--- src/rtl/ram_sdp_be_clr_if.sv ---
// Port bundle for ram_sdp_be_clr: write, read and clear requests
// from the master; read data, valid strobe and busy from the RAM.
interface ram_sdp_be_clr_if #(
  parameter int AWIDTH = 3,
  parameter int DWIDTH = 32
);
  localparam int NBYTES = DWIDTH / 8;

  logic              we;
  logic [AWIDTH-1:0] waddr;
  logic [DWIDTH-1:0] din;
  logic [NBYTES-1:0] be;
  logic              re;
  logic [AWIDTH-1:0] raddr;
  logic              clr;
  logic [DWIDTH-1:0] dout;
  logic              dout_valid;
  logic              busy;

  modport master (
    output we, waddr, din, be,
    output re, raddr, clr,
    input  dout, dout_valid, busy
  );

  modport slave (
    input  we, waddr, din, be,
    input  re, raddr, clr,
    output dout, dout_valid, busy
  );
endinterface

--- src/rtl/ram_sdp_be_clr.sv ---
// Simple-dual-port RAM with byte-enable writes, registered reads
// and a clear engine that zero-fills the array after reset or clr.
module ram_sdp_be_clr #(
  parameter int AWIDTH     = 3,
  parameter int DWIDTH     = 32,
  parameter bit OUT_REG    = 1'b0,
  parameter bit WR_THRU    = 1'b0,
  parameter bit CLR_ON_RST = 1'b1
) (
  input  logic           clock,
  input  logic           reset_n,
  ram_sdp_be_clr_if.slave bus
);
  localparam int DEPTH  = 1 << AWIDTH;
  localparam int NBYTES = DWIDTH / 8;
  localparam logic [AWIDTH-1:0] LAST = AWIDTH'(DEPTH - 1);

  typedef enum logic {CLEAR, RUN} state_t;

  state_t            state, state_nxt;
  logic [AWIDTH-1:0] clr_addr, clr_addr_nxt;
  logic [DWIDTH-1:0] mem [DEPTH];
  logic [DWIDTH-1:0] old_data, merged, rd_sel;
  logic [DWIDTH-1:0] rd_data;
  logic              rd_valid;
  logic              run, wr_ok, rd_ok;

  assign run      = (state == RUN);
  assign bus.busy = ~run;
  assign wr_ok    = bus.we & run;
  assign rd_ok    = bus.re & run;

  always_ff @(posedge clock or negedge reset_n) begin
    if (!reset_n) begin
      state    <= CLR_ON_RST ? CLEAR : RUN;
      clr_addr <= '0;
    end else begin
      state    <= state_nxt;
      clr_addr <= clr_addr_nxt;
    end
  end

  always_comb begin
    state_nxt    = state;
    clr_addr_nxt = clr_addr;
    unique case (state)
      CLEAR: begin
        clr_addr_nxt = clr_addr + AWIDTH'(1);
        if (clr_addr == LAST) begin
          state_nxt    = RUN;
          clr_addr_nxt = '0;
        end
      end
      RUN: begin
        if (bus.clr) state_nxt = CLEAR;
      end
      default: state_nxt = state;
    endcase
  end

  // Array has no reset; the clear engine owns it while busy.
  always_ff @(posedge clock) begin
    if (!run) begin
      mem[clr_addr] <= '0;
    end else if (wr_ok) begin
      for (int i = 0; i < NBYTES; i++) begin
        if (bus.be[i]) begin
          mem[bus.waddr][8*i +: 8] <= bus.din[8*i +: 8];
        end
      end
    end
  end

  always_comb begin
    old_data = mem[bus.raddr];
    merged   = old_data;
    for (int i = 0; i < NBYTES; i++) begin
      if (bus.be[i]) merged[8*i +: 8] = bus.din[8*i +: 8];
    end
    rd_sel = old_data;
    if (WR_THRU && bus.we && (bus.waddr == bus.raddr)) begin
      rd_sel = merged;
    end
  end

  always_ff @(posedge clock or negedge reset_n) begin
    if (!reset_n) begin
      rd_data  <= '0;
      rd_valid <= 1'b0;
    end else begin
      rd_valid <= rd_ok;
      if (rd_ok) rd_data <= rd_sel;
    end
  end

  generate
    if (OUT_REG) begin : g_oreg
      logic [DWIDTH-1:0] q;
      logic              v;

      always_ff @(posedge clock or negedge reset_n) begin
        if (!reset_n) begin
          q <= '0;
          v <= 1'b0;
        end else begin
          v <= rd_valid;
          if (rd_valid) q <= rd_data;
        end
      end

      assign bus.dout       = q;
      assign bus.dout_valid = v;
    end else begin : g_direct
      assign bus.dout       = rd_data;
      assign bus.dout_valid = rd_valid;
    end
  endgenerate
endmodule

--- src/flat_wrapper.sv ---
// flat-port wrapper written by rule: the top's interface ports become plain ports
module ram_sdp_be_clr_flat 
#(
  parameter int AWIDTH     = 3,
  parameter int DWIDTH     = 32,
  parameter bit OUT_REG    = 1'b0,
  parameter bit WR_THRU    = 1'b0,
  parameter bit CLR_ON_RST = 1'b1
)
  (clock, reset_n, bus_we, bus_waddr, bus_din, bus_be, bus_re, bus_raddr, bus_clr, bus_dout, bus_dout_valid, bus_busy);
  ram_sdp_be_clr_if #(.AWIDTH(AWIDTH), .DWIDTH(DWIDTH)) bus_i ();
  input  logic clock;
  input  logic reset_n;
  input wire logic [$bits(bus_i.we)-1:0] bus_we;
  input wire logic [$bits(bus_i.waddr)-1:0] bus_waddr;
  input wire logic [$bits(bus_i.din)-1:0] bus_din;
  input wire logic [$bits(bus_i.be)-1:0] bus_be;
  input wire logic [$bits(bus_i.re)-1:0] bus_re;
  input wire logic [$bits(bus_i.raddr)-1:0] bus_raddr;
  input wire logic [$bits(bus_i.clr)-1:0] bus_clr;
  output wire logic [$bits(bus_i.dout)-1:0] bus_dout;
  output wire logic [$bits(bus_i.dout_valid)-1:0] bus_dout_valid;
  output wire logic [$bits(bus_i.busy)-1:0] bus_busy;
  assign bus_i.we = bus_we;
  assign bus_i.waddr = bus_waddr;
  assign bus_i.din = bus_din;
  assign bus_i.be = bus_be;
  assign bus_i.re = bus_re;
  assign bus_i.raddr = bus_raddr;
  assign bus_i.clr = bus_clr;
  assign bus_dout = bus_i.dout;
  assign bus_dout_valid = bus_i.dout_valid;
  assign bus_busy = bus_i.busy;
  ram_sdp_be_clr #(.AWIDTH(AWIDTH), .DWIDTH(DWIDTH), .OUT_REG(OUT_REG), .WR_THRU(WR_THRU), .CLR_ON_RST(CLR_ON_RST)) u_core (.clock(clock), .reset_n(reset_n), .bus(bus_i));
endmodule
--- config.mk ---
export PLATFORM = sky130hd
export DESIGN_NAME = ram_sdp_be_clr_flat
export DESIGN_NICKNAME = d
export VERILOG_FILES = /design/src/rtl/ram_sdp_be_clr_if.sv /design/src/rtl/ram_sdp_be_clr.sv /design/src/flat_wrapper.sv
export SDC_FILE = /design/constraint.sdc
export NUM_CORES = 1
export LEC_CHECK = 0
export ABC_AREA = 1
export ABC_CLOCK_PERIOD_IN_PS = 1630
export BUFFER_PORTS_ARGS = -buffer_cell sky130_fd_sc_hd__buf_4
export CORE_ASPECT_RATIO = 1.1
export CORE_MARGIN = 4
export CORE_UTILIZATION = 40
export DETAILED_ROUTE_END_ITERATION = 10
export SLEW_MARGIN = 15
export SYNTH_ARGS = -nofsm -noshare
export SYNTH_HDL_FRONTEND = slang
export SYNTH_SLANG_ARGS = --single-unit
--- constraint.sdc ---
create_clock -name clock -period 1.63 [get_ports clock]
set_input_delay 0.163 -clock clock [delete_from_list [all_inputs] [get_ports clock]]
set_output_delay 0.163 -clock clock [all_outputs]
set_load 0.05 [all_outputs]
Word level (Yosys, flattened, before mapping). Memories as Yosys holds them, arrays and structs flattened. A register that Yosys moved wholly into a read port is not among the register bits. Cells that the tools add are included. W data, S select, Z words.

Register bits: 5. Bits in latches: 0. Memory bits (writable): 256. Bits in read-only memories: 0. Input port bits: 47. Output and inout port bits: 34. Word-level logic and storage cells: 35. Memories kept: 1.

Add/sub/neg operators: 1. Multiply operators: 0. Divide/modulo/power cells: 0. Magnitude comparators: 0. Equality and inequality tests: 1. Shifts and indexed selects: 0. Multiplexer cells: 24. Bitwise gates (word level): 3. Reduce and logical (&&, ||, !) cells: 2.

Memories: u_core.mem (words 8, width 32, read ports 1, clocked after Yosys merged registers in 1, wr ports 1, RTL line ram_sdp_be_clr.sv:22) `logic [DWIDTH-1:0] mem [DEPTH];`.

Operators by type and width (number): $mux W32 (1); $reduce_or A32 Y1 (1); $mux W1 (19); $mux W3 (2); $mux W4 (1); $add A3 B1 Y3 const B (1); $eq A3 B3 Y1 const B (1); $and A1 B1 Y1 (2); $pmux W1 S2 (1); $logic_not A1 Y1 (1); $not A1 Y1 (1).

Longest topological paths before layout.
Depth in word-level cells: 6. Gate-level depth with buffers: 8. Gate-level depth less buffers: 8.

Least setup slack after synthesis. OpenSTA, ideal clock, no wires.

Path kind: register to register. From: register u_core.state (netlist: u_core.run). To: memory u_core.mem[0][0], enable pin. Setup time: 298 ps. Data arrival time: 1593 ps. Data required time: 1332 ps. Setup slack: -262 ps. Cell stages (with the launch flop): 4. Path buffers: 0. Clock period less this slack: 1892 ps. Cells stage by stage: dfrtp_1 > clkinv_1 > a21oi_1 > nor2_1.

Longest elaborated chain between the ends: 6. Elaborated cells on any way between the ends: 17. Those cells by class: mux: 15; bitwise: 1; reduce/logical: 1.

RTL lines: start: declaration (RTL line ram_sdp_be_clr.sv:20) `state_t state, state_nxt;`; start signal: assignment (RTL line ram_sdp_be_clr.sv:35) `state <= CLR_ON_RST ? CLEAR : RUN;`; start signal: assignment (RTL line ram_sdp_be_clr.sv:38) `state <= state_nxt;`; $and A1 B1 Y1 (RTL line ram_sdp_be_clr.sv:30) `assign wr_ok = bus.we & run;`; $mux W1 (RTL line ram_sdp_be_clr.sv:65) `end else if (wr_ok) begin`; $mux W1 (RTL line ram_sdp_be_clr.sv:63) `if (!run) begin`; $mux W1 (not written as such) (RTL line ram_sdp_be_clr.sv:68) `mem[bus.waddr][8*i +: 8] <= bus.din[8*i +: 8];`; $reduce_or A32 Y1 (no line); $mux W3 (no line) / $mux W4 (equally long branches); end: declaration (RTL line ram_sdp_be_clr.sv:22).

Several ways; a longest one is shown, not always the timed one.

Worst setup path after layout.
From: register u_core.state (netlist: u_core.run). To: memory u_core.mem[7][3], enable pin.

The elaborated chain is that of the path after synthesis.

==> impl_table.tex <==
\begin{tabular}{lr}
\hline
Metric & Value \\
\hline
\multicolumn{2}{l}{\textbf{Run status}} \\
Run status & finished with violations \\
Violations in the final reports & negative setup slack \\
\multicolumn{2}{l}{\textbf{Worst setup path}} \\
Worst path cell trace & nand2\_1 -> inv\_2 -> o21ai\_4 -> nand2\_4 -> nand2\_2 -> nand2\_4 -> nand3\_2 -> buf\_4 -> nor2\_2 -> buf\_6 \\
Biggest cell delay along the critical path & 0.35 ns \\
Element type at the critical path end & flop \\
Endpoint arrival time on the critical path & 2.06 ns \\
Worst reg2reg path startpoint & u\_core.run\$\_DFF\_PN0\_ \\
Register-to-register setup slack & -0.19 ns \\
Capturing element of the worst setup path & u\_core.mem[7][3]\$\_DFFE\_PP\_ \\
Crit path top cell by count & nand2\_4 \\
CP Max Fanout & 8 \\
Capture instance of the worst register-to-register path & u\_core.mem[7][3]\$\_DFFE\_PP\_ \\
Critical Path Source & u\_core.run\$\_DFF\_PN0\_ \\
Worst Reg2Reg Path Length in Cells & 10 \\
Slowest CP cell & dfrtp\_1 \\
Type of the setup path with the least slack & reg -> reg \\
Startpoint Class & flop \\
Required time at the endpoint of the critical path & 1.87 ns \\
\multicolumn{2}{l}{\textbf{Run}} \\
Number of max-capacitance violations reported & 0 \\
\multicolumn{2}{l}{\textbf{STA}} \\
Largest clock skew in the final design & 0.00677 ns \\
Accumulated negative setup slack & -45.58 ns \\
Slew at the pin closest to its max-slew limit & 0.594 ns \\
Least setup slack across all paths after layout & -0.185 ns \\
Setup violation total in the final timing report & 346 \\
Final count of hold timing violations & 0 \\
Achievable frequency & 551 MHz \\
Slew HR & 60.4\% \\
Period minus WS final & 1.82 ns \\
Final period util & 111\% \\
Number of pins exceeding their max-slew limit in the final report & 0 \\
Unrepaired setup endpoints after global routing & yes \\
\multicolumn{2}{l}{\textbf{Floorplanning}} \\
Num rows & 66 \\
Die ar. & 33300 sq um \\
Core Area & 29800 sq um \\
Die outline width & 174 um \\
Initial core utilization & 40.8\% \\
Num ports & 81 \\
Die height & 191 um \\
\multicolumn{2}{l}{\textbf{Drt}} \\
Total via count in the routed design & 7869 \\
Number of vias per cell & 4.87 \\
Post-detailed-route wirelength per cell & 17.6 um \\
First-iteration detailed-routing DRC count & 534 \\
Pre-antenna DRT Iters & 5 \\
Number of DRC violations after detailed routing & 0 \\
Wirelength, routed & 28500 um \\
Post-detailed-route count of antenna-violating nets & 0 \\
\multicolumn{2}{l}{\textbf{Cells and area}} \\
Synthesis-to-layout area growth & 26.5\% \\
Ratio of cells with drive above 1 in the final layout & 24.9\% \\
Most used cells in the layout excluding fill and tap cells & edfxtp\_1 (256), inv\_1 (168), nand2\_1 (137) \\
Final core utilization & 51.6\% \\
Antenna cells & 0 \\
Fill cells & 2568 \\
Total Nets Final & 1234 \\
Most common cell after layout, fill and taps aside & edfxtp\_1 \\
Cell area after layout & 15400 sq um \\
\multicolumn{2}{l}{\textbf{Logic synthesis}} \\
Yosys warns & 0 \\
\#FFs+latches synth & 293 \\
Mean area per synthesized cell & 11.6 sq um \\
Sequential cell area fraction in the yosys report & 70.8\% \\
Unique cell type count in the Yosys netlist & 22 \\
Syn Nets & 1096 \\
Post-synthesis instance area & 12200 sq um \\
Post-synthesis instance total & 1047 \\
\multicolumn{2}{l}{\textbf{Clocking}} \\
Number of sinks driven by the clock tree & 293 \\
Library cell used as clock root buffer & clkbuf\_16 \\
TritonCTS clock tree & yes \\
Worst-Skew Late Latency & 0.53 ns \\
Clock Tree Buf Depth & 3 \\
Clock slew at reported path FFs & 0.06 ns \\
Deepest level of the CTS H-tree & 1 \\
Total CTS buffers & 29 \\
\multicolumn{2}{l}{\textbf{Power}} \\
Power density over the cells & 1660 nW/um\^{}2 \\
Overall power & 0.0255 W \\
Leakage power figure & 6.19 nW \\
Worst VDD drop & 1.04 mV \\
\multicolumn{2}{l}{\textbf{Global route}} \\
All-Layer GR Usage & 17.1\% \\
Via count of the first global-routing pass & 7854 \\
Antenna violations before repair & 0 \\
Overflow left after global routing & 0 \\
First-pass GRT wire length & 44900 um \\
Largest net degree at the start of global routing & 65 \\
\multicolumn{2}{l}{\textbf{Placed design}} \\
RePlAce Congestion & 0.796 \\
Detailed placer's ending HPWL & 18100 um \\
Count of buffers inserted at the top-level ports & 80 \\
Placement-stage worst setup slack & -0.245 ns \\
Instance area after placement & 13800 sq um \\
\multicolumn{2}{l}{\textbf{Min path}} \\
HP Class & in -> reg \\
\hline
\end{tabular}
[synthesized netlist by cell type (all sizes together)]
cell / instances / share of area [%]
edfxtp: 256 / 63
ha: 2 / 0.21
a21oi: 69 / 2.8
nand3: 109 / 4.8
buf: 36 / 1.8
o211ai: 64 / 3.9
nor2: 65 / 2.0
o21ai: 68 / 2.9
clkbuf: 22 / 0.68
nand2: 148 / 4.8
inv: 169 / 5.2
dfrtp: 37 / 7.6
clkinv: 1 / 0.031
nand3b: 1 / 0.062
[registers in the layout, summed over array words and instances (netlist names)]
name / cells
u_core.bus.dout_valid: 1
u_core.clr_addr: 3
u_core.run: 1
u_core.mem: 256
u_core.bus.dout: 32
[how the worst min path moves through the flow]
stage                      startpoint                         endpoint  slack, ns  cells after the start
after global placement        reset_n  u_core.bus.dout[18]$_DFFE_PN0P_       0.21                      1
after floorplan               reset_n   u_core.bus.dout[0]$_DFFE_PN0P_      -0.13                      0
after detailed placement      reset_n  u_core.bus.dout[18]$_DFFE_PN0P_       0.22                      1
after CTS                 bus_din[16]      u_core.mem[3][16]$_DFFE_PP_       0.05                      3
after global routing      bus_din[25]      u_core.mem[4][25]$_DFFE_PP_       0.06                      3
final                     bus_din[25]      u_core.mem[6][25]$_DFFE_PP_       0.05                      3
[per-stage QoR]
| step | hold slack [ns] | instances |
|---|---|---|
| 2_1_floorplan | -0.133 | 1047 |
| 3_3_place_gp | 0.207 | 1545 |
| 3_5_place_dp | 0.216 | 1545 |
| 4_1_cts | 0.0476 | 1602 |
| 5_1_grt | 0.0568 | 1615 |
| 6_report | 0.0506 | 1615 |
[critical path, delay by kind of cell, from the launching register on]
kind            cells  cell delay [ns]
compound gates      1             0.12
flops               1             0.35
simple gates        6             0.62
buf+inv             3             0.43
[final cells by class]
| cell class | count | area, sq um | area share (%) |
|---|---|---|---|
| clock buffers | 45 | 856 | 5.56 |
| clock inverters | 8 | 62.6 | 0.406 |
| inverters | 170 | 646 | 4.19 |
| multi-input cells | 526 | 3100 | 20.1 |
| flip-flops and latches | 293 | 8610 | 55.9 |
| well taps | 408 | 510 | 3.32 |
| repair buffers | 165 | 1610 | 10.4 |
[metal layers]
layer	GRT usage [%]	up-vias	share of wire, %
li1	-	3877	-
met1	23.8	3759	45
met2	28.8	197	49
met3	1.98	36	4.3
met4	4.45	0	2.1
met5	0	-	0
[cell families after synthesis]
group / after synthesis / synth area share, %
flops: 293 / 70.8
simple gates: 323 / 11.6
fa+ha+maj: 2 / 0.206
compound gates: 201 / 9.64
buf+inv: 228 / 7.74
[repair_timing]
item,in CTS,in global routing
hold buffers,2,0
cloned,0,0
setup buffers,2,13
resized for setup,35,103
endpoints found under the hold margin,38,0
pin swaps,8,14
endpoints found under the setup margin,512,505
[report_power, final]
part,switching [W],internal (W)
Clock,0.00263,0.00374
Combinational,0.00530,0.00271
Sequential,0.000541,0.0106
Total,0.00848,0.0171
(Power assumes the default switching activity.)
